**src/rtl/instr_encoder.sv**
```systemverilog
// -----------------------------------------------------------------------------
// instr_encoder
//
// Turns a stream of simple instruction requests (opcode selector plus register
// indices and an immediate) into RV32I machine words. It writes them
// sequentially into an instruction memory, starting at word 0 of each load
// session.
//
// Ports
//   clk        sole clock, rising edge
//   rst_n      synchronous active-low reset
//   start      opens a new session: count/err cleared, next write at word 0
//   in_valid   request valid
//   in_ready   request can be taken (session running, not full, no start)
//   in_op      0 add, 1 addi, 2 lbu, 3 sb, 4 lui, 5 bne, 6 bgeu, 7 jalr,
//              8 jal, 9..15 illegal
//   in_rd, in_rs1, in_rs2   register indices
//   in_imm     signed byte offset (lui: upper value in [31:12])
//   wr_en      one-cycle memory write strobe (registered)
//   wr_addr    word address for wr_data
//   wr_data    encoded instruction word
//   count      words written in this session (0..DEPTH)
//   full       count == DEPTH
//   err        sticky: illegal opcode (or bad immediate) seen this session
//
// Build option
//   IMM_RANGE_CHECK_EN  when defined, immediates that do not fit their format
//                       are treated like illegal opcodes. When undefined,
//                       immediates are silently truncated to their encodable
//                       bits.
// -----------------------------------------------------------------------------
module instr_encoder #(
  parameter int ADDR_WIDTH = 10
) (
  input  logic                  clk,
  input  logic                  rst_n,
  input  logic                  start,
  input  logic                  in_valid,
  output logic                  in_ready,
  input  logic [3:0]            in_op,
  input  logic [4:0]            in_rd,
  input  logic [4:0]            in_rs1,
  input  logic [4:0]            in_rs2,
  input  logic [31:0]           in_imm,
  output logic                  wr_en,
  output logic [ADDR_WIDTH-1:0] wr_addr,
  output logic [31:0]           wr_data,
  output logic [ADDR_WIDTH:0]   count,
  output logic                  full,
  output logic                  err
);

  // count value when every word of the memory has been written, and the
  // value one below it (the write that makes the memory full)
  localparam logic [ADDR_WIDTH:0] depth_cnt = {1'b1, {ADDR_WIDTH{1'b0}}};
  localparam logic [ADDR_WIDTH:0] last_cnt  = {1'b0, {ADDR_WIDTH{1'b1}}};
  localparam logic [ADDR_WIDTH:0] one_cnt   = {{ADDR_WIDTH{1'b0}}, 1'b1};

  // request selectors
  localparam logic [3:0] OP_ADD  = 4'd0;
  localparam logic [3:0] OP_ADDI = 4'd1;
  localparam logic [3:0] OP_LBU  = 4'd2;
  localparam logic [3:0] OP_SB   = 4'd3;
  localparam logic [3:0] OP_LUI  = 4'd4;
  localparam logic [3:0] OP_BNE  = 4'd5;
  localparam logic [3:0] OP_BGEU = 4'd6;
  localparam logic [3:0] OP_JALR = 4'd7;
  localparam logic [3:0] OP_JAL  = 4'd8;

  // RV32I major opcodes
  localparam logic [6:0] OPC_OP     = 7'b0110011;
  localparam logic [6:0] OPC_OPIMM  = 7'b0010011;
  localparam logic [6:0] OPC_LOAD   = 7'b0000011;
  localparam logic [6:0] OPC_STORE  = 7'b0100011;
  localparam logic [6:0] OPC_LUI    = 7'b0110111;
  localparam logic [6:0] OPC_BRANCH = 7'b1100011;
  localparam logic [6:0] OPC_JALR   = 7'b1100111;
  localparam logic [6:0] OPC_JAL    = 7'b1101111;

  typedef enum logic [1:0] {
    IDLE = 2'd0,
    RUN  = 2'd1,
    FULL = 2'd2
  } state_t;

  state_t state_reg;
  state_t state_next;

  // ---------------------------------------------------------------------------
  // Instruction format builders
  // ---------------------------------------------------------------------------
  function automatic logic [31:0] enc_r(
    input logic [6:0] funct7,
    input logic [4:0] rs2,
    input logic [4:0] rs1,
    input logic [2:0] funct3,
    input logic [4:0] rd,
    input logic [6:0] opc
  );
    return {funct7, rs2, rs1, funct3, rd, opc};
  endfunction

  function automatic logic [31:0] enc_i(
    input logic [11:0] imm,
    input logic [4:0]  rs1,
    input logic [2:0]  funct3,
    input logic [4:0]  rd,
    input logic [6:0]  opc
  );
    return {imm, rs1, funct3, rd, opc};
  endfunction

  function automatic logic [31:0] enc_s(
    input logic [11:0] imm,
    input logic [4:0]  rs2,
    input logic [4:0]  rs1,
    input logic [2:0]  funct3,
    input logic [6:0]  opc
  );
    return {imm[11:5], rs2, rs1, funct3, imm[4:0], opc};
  endfunction

  // branch offsets are always even; bit 0 is not part of the encoding
  function automatic logic [31:0] enc_b(
    input logic [12:1] imm,
    input logic [4:0]  rs2,
    input logic [4:0]  rs1,
    input logic [2:0]  funct3,
    input logic [6:0]  opc
  );
    return {imm[12], imm[10:5], rs2, rs1, funct3, imm[4:1], imm[11], opc};
  endfunction

  function automatic logic [31:0] enc_u(
    input logic [31:12] imm,
    input logic [4:0]   rd,
    input logic [6:0]   opc
  );
    return {imm, rd, opc};
  endfunction

  function automatic logic [31:0] enc_j(
    input logic [20:1] imm,
    input logic [4:0]  rd,
    input logic [6:0]  opc
  );
    return {imm[20], imm[10:1], imm[11], imm[19:12], rd, opc};
  endfunction

  // ---------------------------------------------------------------------------
  // Immediate range qualification
  // ---------------------------------------------------------------------------
  logic fit_i;   // I/S: -2048..2047
  logic fit_b;   // B:   -4096..4094, even
  logic fit_j;   // J:   -1048576..1048574, even
  logic fit_u;   // U:   low 12 bits must be zero

`ifdef IMM_RANGE_CHECK_EN
  // A value fits an N-bit signed field when every bit above the field's
  // sign bit is a copy of it, i.e. the upper slice is all zeros or all ones.
  assign fit_i = (&in_imm[31:11]) | ~(|in_imm[31:11]);
  assign fit_b = ((&in_imm[31:12]) | ~(|in_imm[31:12])) & ~in_imm[0];
  assign fit_j = ((&in_imm[31:20]) | ~(|in_imm[31:20])) & ~in_imm[0];
  assign fit_u = ~(|in_imm[11:0]);
`else
  assign fit_i = 1'b1;
  assign fit_b = 1'b1;
  assign fit_j = 1'b1;
  assign fit_u = 1'b1;
`endif

  // ---------------------------------------------------------------------------
  // Combinational encode of the presented request
  // ---------------------------------------------------------------------------
  logic [31:0] enc_word;
  logic        op_legal;
  logic        imm_ok;

  always_comb begin
    enc_word = '0;
    op_legal = 1'b1;
    imm_ok   = 1'b1;
    case (in_op)
      OP_ADD: begin
        enc_word = enc_r(7'b0000000, in_rs2, in_rs1, 3'b000, in_rd, OPC_OP);
      end
      OP_ADDI: begin
        enc_word = enc_i(in_imm[11:0], in_rs1, 3'b000, in_rd, OPC_OPIMM);
        imm_ok   = fit_i;
      end
      OP_LBU: begin
        enc_word = enc_i(in_imm[11:0], in_rs1, 3'b100, in_rd, OPC_LOAD);
        imm_ok   = fit_i;
      end
      OP_SB: begin
        enc_word = enc_s(in_imm[11:0], in_rs2, in_rs1, 3'b000, OPC_STORE);
        imm_ok   = fit_i;
      end
      OP_LUI: begin
        enc_word = enc_u(in_imm[31:12], in_rd, OPC_LUI);
        imm_ok   = fit_u;
      end
      OP_BNE: begin
        enc_word = enc_b(in_imm[12:1], in_rs2, in_rs1, 3'b001, OPC_BRANCH);
        imm_ok   = fit_b;
      end
      OP_BGEU: begin
        enc_word = enc_b(in_imm[12:1], in_rs2, in_rs1, 3'b111, OPC_BRANCH);
        imm_ok   = fit_b;
      end
      OP_JALR: begin
        enc_word = enc_i(in_imm[11:0], in_rs1, 3'b000, in_rd, OPC_JALR);
        imm_ok   = fit_i;
      end
      OP_JAL: begin
        enc_word = enc_j(in_imm[20:1], in_rd, OPC_JAL);
        imm_ok   = fit_j;
      end
      default: begin
        op_legal = 1'b0;
      end
    endcase
  end

  // ---------------------------------------------------------------------------
  // Handshake
  // ---------------------------------------------------------------------------
  logic accept;
  logic write_fire;
  logic bad_req;

  // start takes priority over any request presented in the same cycle
  assign in_ready   = (state_reg == RUN) && !start;
  assign accept     = in_valid && in_ready;
  assign write_fire = accept && op_legal && imm_ok;
  // bad requests are consumed (handshake completes) but leave no trace in memory
  assign bad_req    = accept && !(op_legal && imm_ok);

  // ---------------------------------------------------------------------------
  // Session state machine
  // ---------------------------------------------------------------------------
  always_ff @(posedge clk) begin
    if (!rst_n) begin
      state_reg <= IDLE;
    end else begin
      state_reg <= state_next;
    end
  end

  always_comb begin
    state_next = state_reg;
    case (state_reg)
      IDLE: begin
        state_next = IDLE;
      end
      RUN: begin
        // the write that takes count to DEPTH closes the session
        if (write_fire && (count == last_cnt)) begin
          state_next = FULL;
        end
      end
      FULL: begin
        state_next = FULL;
      end
      default: begin
        state_next = IDLE;
      end
    endcase
    if (start) begin
      state_next = RUN;
    end
  end

  // ---------------------------------------------------------------------------
  // Registered write port, word counter and sticky error
  // ---------------------------------------------------------------------------
  always_ff @(posedge clk) begin
    if (!rst_n) begin
      wr_en   <= 1'b0;
      wr_addr <= '0;
      wr_data <= '0;
      count   <= '0;
      err     <= 1'b0;
    end else begin
      wr_en <= write_fire;
      if (start) begin
        count <= '0;
        err   <= 1'b0;
      end else begin
        if (write_fire) begin
          wr_addr <= count[ADDR_WIDTH-1:0];
          wr_data <= enc_word;
          count   <= count + one_cnt;
        end
        if (bad_req) begin
          err <= 1'b1;
        end
      end
    end
  end

  assign full = (count == depth_cnt);

endmodule

```
**config.mk**
```make
export PLATFORM = sky130hd
export DESIGN_NAME = instr_encoder
export DESIGN_NICKNAME = d
export VERILOG_FILES = /design/src/rtl/instr_encoder.sv
export SDC_FILE = /design/constraint.sdc
export NUM_CORES = 1
export LEC_CHECK = 0
export CAP_MARGIN = 20
export CORE_MARGIN = 1
export CORE_UTILIZATION = 40
export DETAILED_ROUTE_END_ITERATION = 6
export PLACE_DENSITY = 0.79
export SLEW_MARGIN = 15
export SYNTH_ARGS = -nofsm -noshare
export SYNTH_HDL_FRONTEND = slang
export SYNTH_SLANG_ARGS = --single-unit
```
**constraint.sdc**
```tcl
create_clock -name clk -period 1.9 [get_ports clk]
set_input_delay 0.285 -clock clk [delete_from_list [all_inputs] [get_ports clk]]
set_output_delay 0.285 -clock clk [all_outputs]
set_load 0.1 [all_outputs]
```
### Word level (Yosys, flattened, before mapping)

Cells that the tools add are included.

* flip-flop bits (word level): 57
* bits of input ports: 55

* multiplexer cells: 5
* reduce and logical (&&, ||, !) cells: 11
* equal/unequal tests: 14
* add/sub/neg operators: 1
* bitwise gates (word level): 2

Operators with widths (number)
* one-hot mux 32 bit (9 select lines): 1
* equality test 4 x 3 -> 1 bit (second input constant): 4
* adder 11 x 1 -> 11 bit (second input constant): 1
* equality test 11 x 10 -> 1 bit (second input constant): 1
* equality test 11 bit (second input constant): 1
* OR reduction 9 bit: 1
* equality test 4 x 2 -> 1 bit (second input constant): 2
* logical AND 1 bit: 5
* equality test 4 x 1 -> 1 bit (second input constant): 1
* equality test 4 bit (second input constant): 1
* zero test 4 bit: 1
* one-hot mux 2 bit (2 select lines): 1
* inequality test 3 x 2 -> 1 bit (second input constant): 1
* equality test 2 x 1 -> 1 bit (second input constant): 1
* equality test 2 bit (second input constant): 1
* zero test 1 bit: 2
* two-way mux 1 bit: 2
* two-way mux 2 bit: 1
* inequality test 2 x 1 -> 1 bit (second input constant): 1
* inverter 1 bit: 2
* AND reduction 2 bit: 1
* OR reduction 2 bit: 1

### Longest topological paths before layout

Gate-level depths: netlist of the first run.

* word-level depth: 8
* depth in mapped cells: 8
* mapped depth without buffers: 6

### Worst setup path before layout of the first run

Ideal clock, no wire load.

* kind: reg2out
* start point: register count[10]
* end point: output port full
* slack: -0.690 ns
* arrival: 2.305 ns
* cell stages (with the launch flop): 4
* path buffers: 0
* cell sequence: dfxtp_1 > inv_1 > nor4_1 > and4b_1

* longest elaborated chain between the ends: 1

Ends and longest elaborated chain
* start, declared: line 48 `output logic [ADDR_WIDTH:0] count,`
* start signal, assigned: line 293 `count <= count + one_cnt;`
* equality test 11 bit: line 302 `assign full = (count == depth_cnt);`
* end, declared: line 49 `output logic full,`

No other way between the ends.

### Final worst setup path of the first run

* start point: input port in_op[2]
* end point: register wr_data[23]

* longest elaborated chain between the ends: 5
* elaborated cells between the ends (all ways): 14
* classes of those cells: eq/ne (8); mux (2); reduce/logical (4)

Ends and longest elaborated chain
* start, declared: line 40 `input logic [3:0] in_op,`
* equality test 4 bit, or another cell as far along: line 183 `case (in_op)`
* OR reduction 9 bit (no line)
* two-way mux 1 bit: line 183
* logical AND 1 bit: line 235 `assign write_fire = accept && op_legal && imm_ok;`
* AND reduction 2 bit (no line)
* end signal, assigned: line 292 `wr_data <= enc_word;`
* end, declared: line 47 `output logic [31:0] wr_data,`

Parallel ways exist; a longest one is shown, timed or not.
A chain may end at the register's enable or synchronous reset.

==> metrics.md, run 1 <==
| Metric | Value |
|---|---|
| Status | finished clean |
| Final max-slew violation count | 0 |
| Crit path launch | in_op[2] |
| Layout area overhead | 49.1% |
| Pre-antenna DRT Iters | 4 |
| Vias per cell | between 5 and 6 |
| Largest fanout on the critical path | 7 |
| Crit Path Class | in -> reg |
| CP max stage cell | or4b_2 |
| Port Buffers | roughly 110 |
| Placed Area | about 4200 um2 |
| GPL Wtd Cong | roughly 0.9 |
| DRT iter0 DRCs | ~160 |
| Pre-CTS WS | -0.248 ns |
| Num CTS Buffers | 5 |
| Largest register FFs | 31 |
| Clk_lat worst skew | 0.32 ns |
| Clock transition at the registers of the reported paths | about 0.10 ns |
| Syn nets | 421 |
| Final wirelength | between 8000 and 9000 um |
| Gr usage total | a little under a quarter |
| Synth top area cells | dfxtp_1 39%, a21oi_1 7.5%, o21ai_0 6.8% |
| Final ANT Viol Nets | 0 |
| Num ports | 112 |
| CP max stage delay | between 0.6 and 0.7 ns |
| Synth Register Bits | 56 |
| Peak Freq | between 0.5 and 0.6 GHz |
| Clock root buffer | clkbuf_8 |
| Slew headroom | between 70% and 80% |
| Nets@finish | roughly 550 |
| Worst Tran Pin Value | 0.421 ns |
| Via count | 3,211 |
| Core Region | ~6900 um2 |
| Worst Hold Launch | wr_addr[9] |
| Leak | 1.69 nW |
| Share of layout cells above drive strength 1 | between 20 and 30% |
| Initial Util | between 40% and 50% |
| Most flops, register | wr_data |
| Final HPWL DP | between 6000 and 7000 um |
| Overflow after GRT | 0 |
| Commonest cells in the netlist | 56 x dfxtp_1, 43 x a21oi_1, 39 x o21ai_0, 32 x nor2_1, 30 x nand2_1 |
| Die area | 7560 um2 |
| Max rail drop VDD | roughly 0.35 mV |
| Syn_area_per_cell | 7.95 um2 |
| Vias in the first global route | 3,077 |
| Syn Std Cell Area | around 2900 um2 |
| Top_reg_cell synth | dfxtp_1 |
| Setup crit end kind | register |
| Clk sinks | 56 |
| Row count | 30 |
| Buffers & Inverters on Critical Path | 2 |
| Worst path cell trace | clkdlybuf4s50_1, buf_4, or4b_2, o221ai_1, a222oi_1, nor2_1 |
| Synth warnings | 0 |
| Final instance area | ~4300 um2 |
| Clock Skew | 0.0107 ns |
| Final setup viols | 0 |
| Critical path's top delay family | simple AND/OR/NAND/NOR gates |
| Largest registers | wr_data x31, count x11, wr_addr x10 |
| TritonCTS clock tree | done |
| Die Ht | ~87 um |
| Setup TNS | 0 ns |
| Post-synth EDFFs | 0 |
| First-pass GRT wire length | 14,200 um |
| Largest net degree at the start of global routing | 33 |
| Initial antenna violation count | 0 |
| Post-synthesis cell type count | 52 |
| WL/cell | approximately 15 um |
| Worst EP required | about 2.2 ns |
| Post-synth ARST share | 0% |
| Post-synthesis cell count | between 300 and 400 |
| Inserted Diodes | 0 |
| Worst Slack Setup Final | about 0.072 ns |
| DIE WIDTH | between 80 and 90 um |
| Fin. Hold Viols | 0 |
| Post-layout min period | between 1.5 and 2 ns |
| Post-layout util | between 60% and 70% |
| Setup repair after global routing missed its margin | no |
| Share of the synthesized area in the top cell type | roughly two fifths |
| Power density over the cells | around 570 nW/um2 |
| Number of remaining DRC errors | 0 |
| Worst Hold Class | reg -> reg |
| Crit path arrival time | between 2 and 2.5 ns |
| Max cap viols | 0 |
| Final period util | 96.2% |
| Area leader, netlist | dfxtp_1 |
| Most common cell in the netlist | dfxtp_1 |
| Seq/Total Area, Yosys | between 30% and 40% |
| RR Startpoint | state_reg[1] |
| H-tree depth | 2 |
| CTS Hold Buffers Added | 0 |
| Worst setup SP type | input port |
| CTS max path bufs | 2 |
[layer usage]
layer	share of wire [%]	track usage, %
met4	1.1	6.21
met3	7.9	5.31
met2	50	44.2
met1	41	27.7
met5	0	0
[repair_timing]
item / 4_1_cts / 5_1_grt
setup endpoints to repair: 0 / 1
gates resized for setup: 0 / 1
buffers inserted: 0 / 0
[worst paths after layout]
kind                  to  slack (ns)  cells after the start
max reg2reg     count[7]        0.13                      6
min reg2reg   wr_addr[9]        0.46                      2
max          wr_data[23]        0.07                      6
min           wr_addr[9]        0.46                      2
[final cells by class]
type / instances / area (um2)
repair buffers: 149 / 1300
clock inverters: 2 / 16.3
flip-flops and latches: 56 / 1140
clock buffers: 6 / 72.6
fillers: 616 / 2570
well taps: 96 / 120
multi-input cells: 263 / 1600
inverters: 13 / 48.8
[kinds of logic (layout without fill, tap and decap cells)]
group	Yosys count	count (layout)	synth area share, %
flops	56	56	38.9
simple gates	116	116	20.9
buf+inv	44	170	6.42
mux	6	6	2.30
xor+xnor	9	9	3.25
compound gates	128	128	26.6
fa+ha+maj	4	4	1.65
[placed cells by master (no fill, tap or decap), types with 4 or more instances in the layout]
cell / instances
nand3_1: 8
nor2_1: 30
clkdlybuf4s50_1: 54
xnor2_1: 6
dfxtp_2: 8
dfxtp_1: 45
o21ai_0: 39
nand3b_1: 6
a222oi_1: 4
o221ai_1: 6
nand2b_1: 8
a21oi_1: 43
and4b_1: 4
clkbuf_8: 5
buf_12: 4
a31oi_1: 11
nor3_1: 6
inv_1: 12
mux2_2: 5
buf_4: 91
nand2_1: 30
a21o_1: 6
[report_power, final]
part           leakage, nW  total, mW  switching [mW]  internal [mW]
combinational         1.19      0.573           0.324          0.249
clock               0.0414      0.668           0.405          0.264
sequential           0.459       1.20          0.0111           1.19
[worst register-to-register path: stages (launching register included)]
cell and delay, ns:
dfxtp_1 0.33, inv_1 0.05, ha_1 0.17, nand3b_1 0.11, or3_4 0.40, or4_1 0.49
a21oi_1 0.15
[through the flow]
step | power (mW) | hold slack (ns) | std cells
after global routing | 2.53 | 0.486 | 585
after CTS | 2.44 | 0.465 | 585
after detailed placement | 1.80 | 0.450 | 577
after floorplan | 1.55 | 0.409 | 363
after global placement | 1.79 | 0.443 | 577
final | 2.44 | 0.461 | 585
Power figures use the tool's default switching activity.
==> inputs of run 2 (changes only) <==
--- a/config.mk
+++ b/config.mk
@@ -10,6 +10,7 @@
 export CORE_UTILIZATION = 40
 export DETAILED_ROUTE_END_ITERATION = 6
 export PLACE_DENSITY = 0.79
+export RECOVER_POWER = 50
 export SLEW_MARGIN = 15
 export SYNTH_ARGS = -nofsm -noshare
 export SYNTH_HDL_FRONTEND = slang
==> run 2 against run 1 <==
Wire length fell by 0.75%. Critical path depth fell by 1. Clock skew fell by 0.0018 ns. Register-to-register slack barely moved. Sequential cell count did not move. Critical path type unchanged. Critical endpoint is now count[7]. Largest cell class unchanged.
==> metrics.md, run 2 (synthesis results as in run 1) <==
| Metric | Value |
|---|---|
| Most flops, register | wr_data |
| WL/cell | ~15 um |
| DRT iter0 DRCs | roughly 180 |
| Crit Path Class | in -> reg |
| Die area | about 7600 um2 |
| Most frequent cells in the layout | 55 x clkbuf_2, 54 x clkdlybuf4s50_1, 45 x dfxtp_1, 43 x a21oi_1, 39 x o21ai_0 |
| Setup crit end kind | register |
| Port Buffers | ~110 |
| Worst Slack Setup Final | 0.0792 ns |
| Worst Tran Pin Value | slightly below 0.6 ns |
| TritonCTS clock tree | done |
| Final wirelength | 8680 um |
| Pre-antenna DRT Iters | 4 |
| Largest net degree at the start of global routing | 33 |
| Pre-CTS WS | -0.248 ns |
| Final period util | a little over nine tenths |
| Placed Instances | just under 600 |
| Vias per cell | around 5.4 |
| Sw frac | 30.3% |
| Crit path arrival time | roughly 2.1 ns |
| Share of layout cells above drive strength 1 | between 20% and 30% |
| Worst setup SP type | input port |
| Nets@finish | around 550 |
| Die Ht | ~87 um |
| First-pass GRT wire length | ~14,000 um |
| Clock power frac | between 20% and 30% |
| Status | finished clean |
| Largest registers | wr_data x31, count x11, wr_addr x10 |
| Initial antenna violation count | 0 |
| Multi-input combinational cell area | about 1600 um2 |
| Final max-slew violation count | 0 |
| Overflow after GRT | 0 |
| Clock root buffer | clkbuf_8 |
| Gate power share | between 20 and 25% |
| Initial Util | between 40% and 50% |
| Inserted Diodes | 0 |
| Sequential power share | between 40% and 50% |
| Int Power | 1.69 mW |
| Max cap viols | 0 |
| Fillers | around 650 |
| Sw Pwr | between 0.7 and 0.8 mW |
| Leak | between 1.5 and 2 nW |
| Register area | 1140 um2 |
| Final setup viols | 0 |
| Max rail drop VDD | about 0.35 mV |
| Final ANT Viol Nets | 0 |
| CTS max path bufs | 2 |
| Worst Hold Class | reg -> reg |
| GPL Wtd Cong | around 0.90 |
| Largest fanout on the critical path | 3 |
| Fin. Hold Viols | 0 |
| Via count | about 3,200 |
| Vias in the first global route | about 3,000 |
| Slew headroom | 61.6% |
| Post-layout min period | around 1.8 ns |
| Power density over the cells | a little under 600 nW/um2 |
| Most common cell after layout, fill and taps aside | clkbuf_2 |
| Core Region | 6870 um2 |
| Worst EP required | between 2 and 2.5 ns |
| DIE WIDTH | slightly below 90 um |
| CTS Hold Buffers Added | 0 |
| Peak Freq | ~0.55 GHz |
| Row count | 30 |
| Clk sinks | between 50 and 60 |
| Largest register FFs | 31 |
| Num ports | 112 |
| Overall Power | roughly 2.4 mW |
| Hold Worst Slack | around 0.46 ns |
| Clk_lat worst skew | roughly 0.32 ns |
| Setup repair after global routing missed its margin | no |
| Number of remaining DRC errors | 0 |
| H-tree depth | 2 |
| Clock transition at the registers of the reported paths | 0.10 ns |
| Num CTS Buffers | 5 |
| Final HPWL DP | between 6000 and 7000 um |
| Layout area overhead | 44.2% |
| Gr usage total | about a quarter |
| Fin cells | 585 |
| Clock Skew | 0.00891 ns |
==> run 2: through the flow <==
stage          util (%)  TNS, ns  area [um2]
2_1_floorplan         -  -0.0625        2920
3_3_place_gp       61.2    -3.47        4210
3_5_place_dp       61.2    -4.99        4210
4_1_cts            62.5        0        4300
5_1_grt            60.6        0        4160
6_report           60.6        0        4160
==> run 2: final cells by class <==
cell class,count,area share (%)
inverters,13,1.17
multi-input cells,263,38.4
well taps,96,2.89
repair buffers,149,27.9
flip-flops and latches,56,27.5
clock buffers,6,1.74
clock inverters,2,0.391
==> run 2: worst max-delay path, stage by stage <==
cell             delay, ns
clkdlybuf4s50_1       0.44
o31a_1                0.33
or3_4                 0.38
or4_1                 0.49
a21oi_1               0.15
==> run 2: layer usage <==
metal,up-vias,GRT usage (%),part of all wire (%),routed length [um]
li1,1568,-,-,-
met1,1487,27.7,42,3650
met2,112,44.2,50,4340
met3,10,5.31,7.1,614
met4,0,6.21,0.93,81
met5,-,0,0,0
==> run 2: power groups by stage <==
stage	combinational, mW	clock (mW)	sequential, mW
finish	0.562	0.662	1.20
global route	0.604	0.714	1.20
CTS	0.573	0.672	1.20
detailed placement	0.572	0	1.23
global placement	0.565	0	1.23
floorplan	0.206	0	1.34
==> run 2: path summary, 6_finish.rpt <==
| check | startpoint | end | slack, ns | cells past startpoint |
|---|---|---|---|---|
| max | in_op[2] | count[7] | 0.08 | 5 |
| max reg2reg | state_reg[1] | count[7] | 0.13 | 6 |
| min | wr_addr[9] | wr_addr[9] | 0.46 | 2 |
| min reg2reg | wr_addr[9] | wr_addr[9] | 0.46 | 2 |
==> run 2: timing repair <==
item,CTS,global route
setup buffers,0,0
gates resized for setup,0,1
endpoints found under the setup margin,0,1
==> inputs of run 3 (changes only) <==
--- a/config.mk
+++ b/config.mk
@@ -5,9 +5,10 @@
 export SDC_FILE = /design/constraint.sdc
 export NUM_CORES = 1
 export LEC_CHECK = 0
+export ABC_AREA = 1
 export CAP_MARGIN = 20
 export CORE_MARGIN = 1
-export CORE_UTILIZATION = 40
+export CORE_UTILIZATION = 39
 export DETAILED_ROUTE_END_ITERATION = 6
 export PLACE_DENSITY = 0.79
 export RECOVER_POWER = 50
==> run 3 against run 2 <==
Critical path depth unchanged. Synthesized area down 7.7%. Clock power shrank 6.9%. Critical path type is now reg -> out. First-iteration DRC count is 37% lower. Total power down 3.6%. Wire length is 12% lower. Die area shrank 5.2%. Final cell count is 2.1% higher. Final area decreased by 7.7%.
==> metrics.md, run 3 <==
| Metric | Value |
|---|---|
| Final setup viols | 0 |
| Commonest cells in the netlist | 96 x nand2_1, 58 x nor2_1, 56 x dfxtp_1, 50 x a21oi_1, 43 x inv_1 |
| Initial antenna violation count | 0 |
| Nets@finish | 577 |
| Reg2Reg Depth | 10 |
| CP Capture Point | full |
| Num ports | 112 |
| Post-synth EDFFs | 0 |
| WL met2 | about 3700 um |
| Share of the synthesized area in the top cell type | around 42% |
| Clk_lat worst skew | between 0.2 and 0.3 ns |
| Area leader, netlist | dfxtp_1 |
| Overflow after GRT | 0 |
| CTS Hold Buffers Added | 0 |
| Register area | about 1200 um2 |
| Crit Path Class | reg -> out |
| Fin. Hold Viols | 0 |
| Die Ht | ~85 um |
| Via count | 2,933 |
| Slew headroom | approximately 63% |
| Setup crit end kind | output port |
| Overall Power | 2.34 mW |
| RR Startpoint | state_reg[1] |
| Syn nets | roughly 460 |
| First-pass GRT wire length | between 10,000 and 15,000 um |
| Largest register FFs | 31 |
| GPL Wtd Cong | just over 0.9 |
| Synth Register Bits | 56 |
| Setup repair after global routing missed its margin | no |
| Internal reg-to-reg setup slack | 0.20 ns |
| H-tree depth | 2 |
| Worst setup SP type | register |
| Worst R2R End | state_reg[1] |
| Gr usage total | a little over a fifth |
| Crit path arrival time | 1.46 ns |
| Die area | between 7000 and 8000 um2 |
| Synth top area cells | dfxtp_1 42%, nand2_1 14%, a21oi_1 9.4% |
| Final period util | 91.8% |
| Syn Std Cell Area | ~2700 um2 |
| Inserted Diodes | 0 |
| Routed metal-1 wirelength | ~3500 um |
| DRT iter0 DRCs | 114 |
| Post-synthesis cell count | 401 |
| Clk sinks | 56 |
| Crit path launch | count[1] |
| Clock root buffer | clkbuf_8 |
| Final max-slew violation count | 0 |
| Number of remaining DRC errors | 0 |
| Most frequent cells in the layout | 95 x nand2_1, 58 x nor2_1, 55 x clkbuf_2, 54 x clkdlybuf4s50_1, 50 x a21oi_1 |
| DR WL met3 | approximately 400 um |
| Setup TNS | 0 ns |
| Sequential power share | roughly 52% |
| Top layer in use | met4 |
| Most common cell in the netlist | nand2_1 |
| Post-synthesis cell type count | 22 |
| Leak | between 1.5 and 2 nW |
| Largest fanout on the critical path | 4 |
| Clock power frac | about a quarter |
| Synth warnings | 0 |
| Power density over the cells | 608 nW/um2 |
| Vias per cell | between 4 and 5 |
| Syn_area_per_cell | between 6 and 7 um2 |
| Gate power share | approximately 22% |
| Worst path cell trace | inv_4, ha_4, nand4_1, nor4_4, buf_12 |
| Largest registers | wr_data x31, count x11, wr_addr x10 |
| Pre-antenna DRT Iters | 6 |
| Peak Freq | approximately 0.57 GHz |
| Most flops, register | wr_data |
| Clock transition at the registers of the reported paths | approximately 0.09 ns |
| Seq/Total Area, Yosys | a little over two fifths |
| Sw Pwr | between 0.7 and 0.8 mW |
| Worst Hold Class | reg -> reg |
| Final wirelength | 7670 um |
| Multi-input combinational cell area | 1350 um2 |
| Post-cts sizing count | 0 |
| Port Buffers | roughly 110 |
| TritonCTS clock tree | done |
| Share of layout cells above drive strength 1 | between 10% and 20% |
| Setup bufs post-CTS | 0 |
| Fillers | ~660 |
| Top_reg_cell synth | dfxtp_1 |
| Status | finished clean |
| Sw frac | between 30% and 40% |
| CP max stage cell | dfxtp_4 |
| Max cap viols | 0 |
| Clock Skew | between 0.007 and 0.008 ns |
| Initial Util | 41.2% |
| Post-layout min period | between 1.5 and 2 ns |
| Worst Tran Pin Value | 0.563 ns |
| CTS max path bufs | 2 |
| Vias in the first global route | between 2,000 and 3,000 |
| Final HPWL DP | about 5900 um |
| Num CTS Buffers | 5 |
| Layout area overhead | 44.2% |
| Largest net degree at the start of global routing | 43 |
| Most common cell after layout, fill and taps aside | nand2_1 |
| DIE WIDTH | 84.6 um |
| Core Region | around 6500 um2 |
| Worst EP required | about 1.6 ns |
| Post-layout util | between 50% and 60% |
| Row count | 29 |
| WL/cell | about 13 um |
| Int Power | 1.63 mW |
| CP max stage delay | between 0.3 and 0.4 ns |
| Max rail drop VDD | 0.522 mV |
| Post-synth ARST share | 0% |
| Final ANT Viol Nets | 0 |
==> run 3: worst min path at each step <==
stage,start,endpoint,slack [ns],cells after the start
after floorplan,start,state_reg[0],0.42,2
after global placement,wr_addr[0],wr_addr[0],0.46,2
after detailed placement,wr_addr[0],wr_addr[0],0.47,2
after CTS,wr_addr[0],wr_addr[0],0.48,2
after global routing,wr_addr[0],wr_addr[0],0.49,2
final,wr_addr[0],wr_addr[0],0.48,2
==> run 3: cell families after synthesis <==
logic type | Yosys count | synth area share [%]
AO/OA/AOI/OAI | 98 | 19.3
XOR/XNOR | 2 | 0.658
adder cells (fa/ha/maj) | 3 | 1.41
buffers and inverters | 60 | 9.26
flip-flops | 56 | 42.1
AND/OR/NAND/NOR | 182 | 27.3
==> run 3: final cells by class <==
cell class / count / area share, %
Multi-Input combinational cell: 285 / 35.2
Sequential cell: 56 / 30.0
Timing Repair Buffer: 127 / 25.7
Inverter: 44 / 4.43
Tap cell: 77 / 2.51
Clock buffer: 7 / 1.99
Clock inverter: 1 / 0.0978
==> run 3: critical path: cells and delay by family (launching register included) <==
family,cells,cell delay [ns]
fa+ha+maj,1,0.11
buf+inv,2,0.28
simple gates,2,0.40
flops,1,0.38
==> run 3: per-layer routing <==
layer | up-vias | GRT usage (%)
met3 | 8 | 4.23
met5 | - | 0
li1 | 1526 | -
met2 | 91 | 37.3
met1 | 1308 | 27.9
met4 | 0 | 5.24
==> run 3: power by group through the flow <==
stage | Clock (mW) | Combinational, mW | Sequential [mW]
2_1_floorplan | 0 | 0.153 | 1.40
3_3_place_gp | 0 | 0.528 | 1.23
3_5_place_dp | 0 | 0.532 | 1.23
4_1_cts | 0.631 | 0.533 | 1.20
5_1_grt | 0.680 | 0.553 | 1.21
6_report | 0.616 | 0.516 | 1.20
==> run 3: stage by stage <==
step | instances | instance area (um2) | hold slack [ns] | setup slack (ns)
finish | 597 | 3840 | 0.478 | 0.155
global route | 597 | 3840 | 0.492 | 0.0656
CTS | 597 | 3980 | 0.483 | 0.136
detailed placement | 589 | 3900 | 0.469 | 0.00539
global placement | 589 | 3900 | 0.460 | 0.0811
floorplan | 401 | 2810 | 0.419 | -0.170
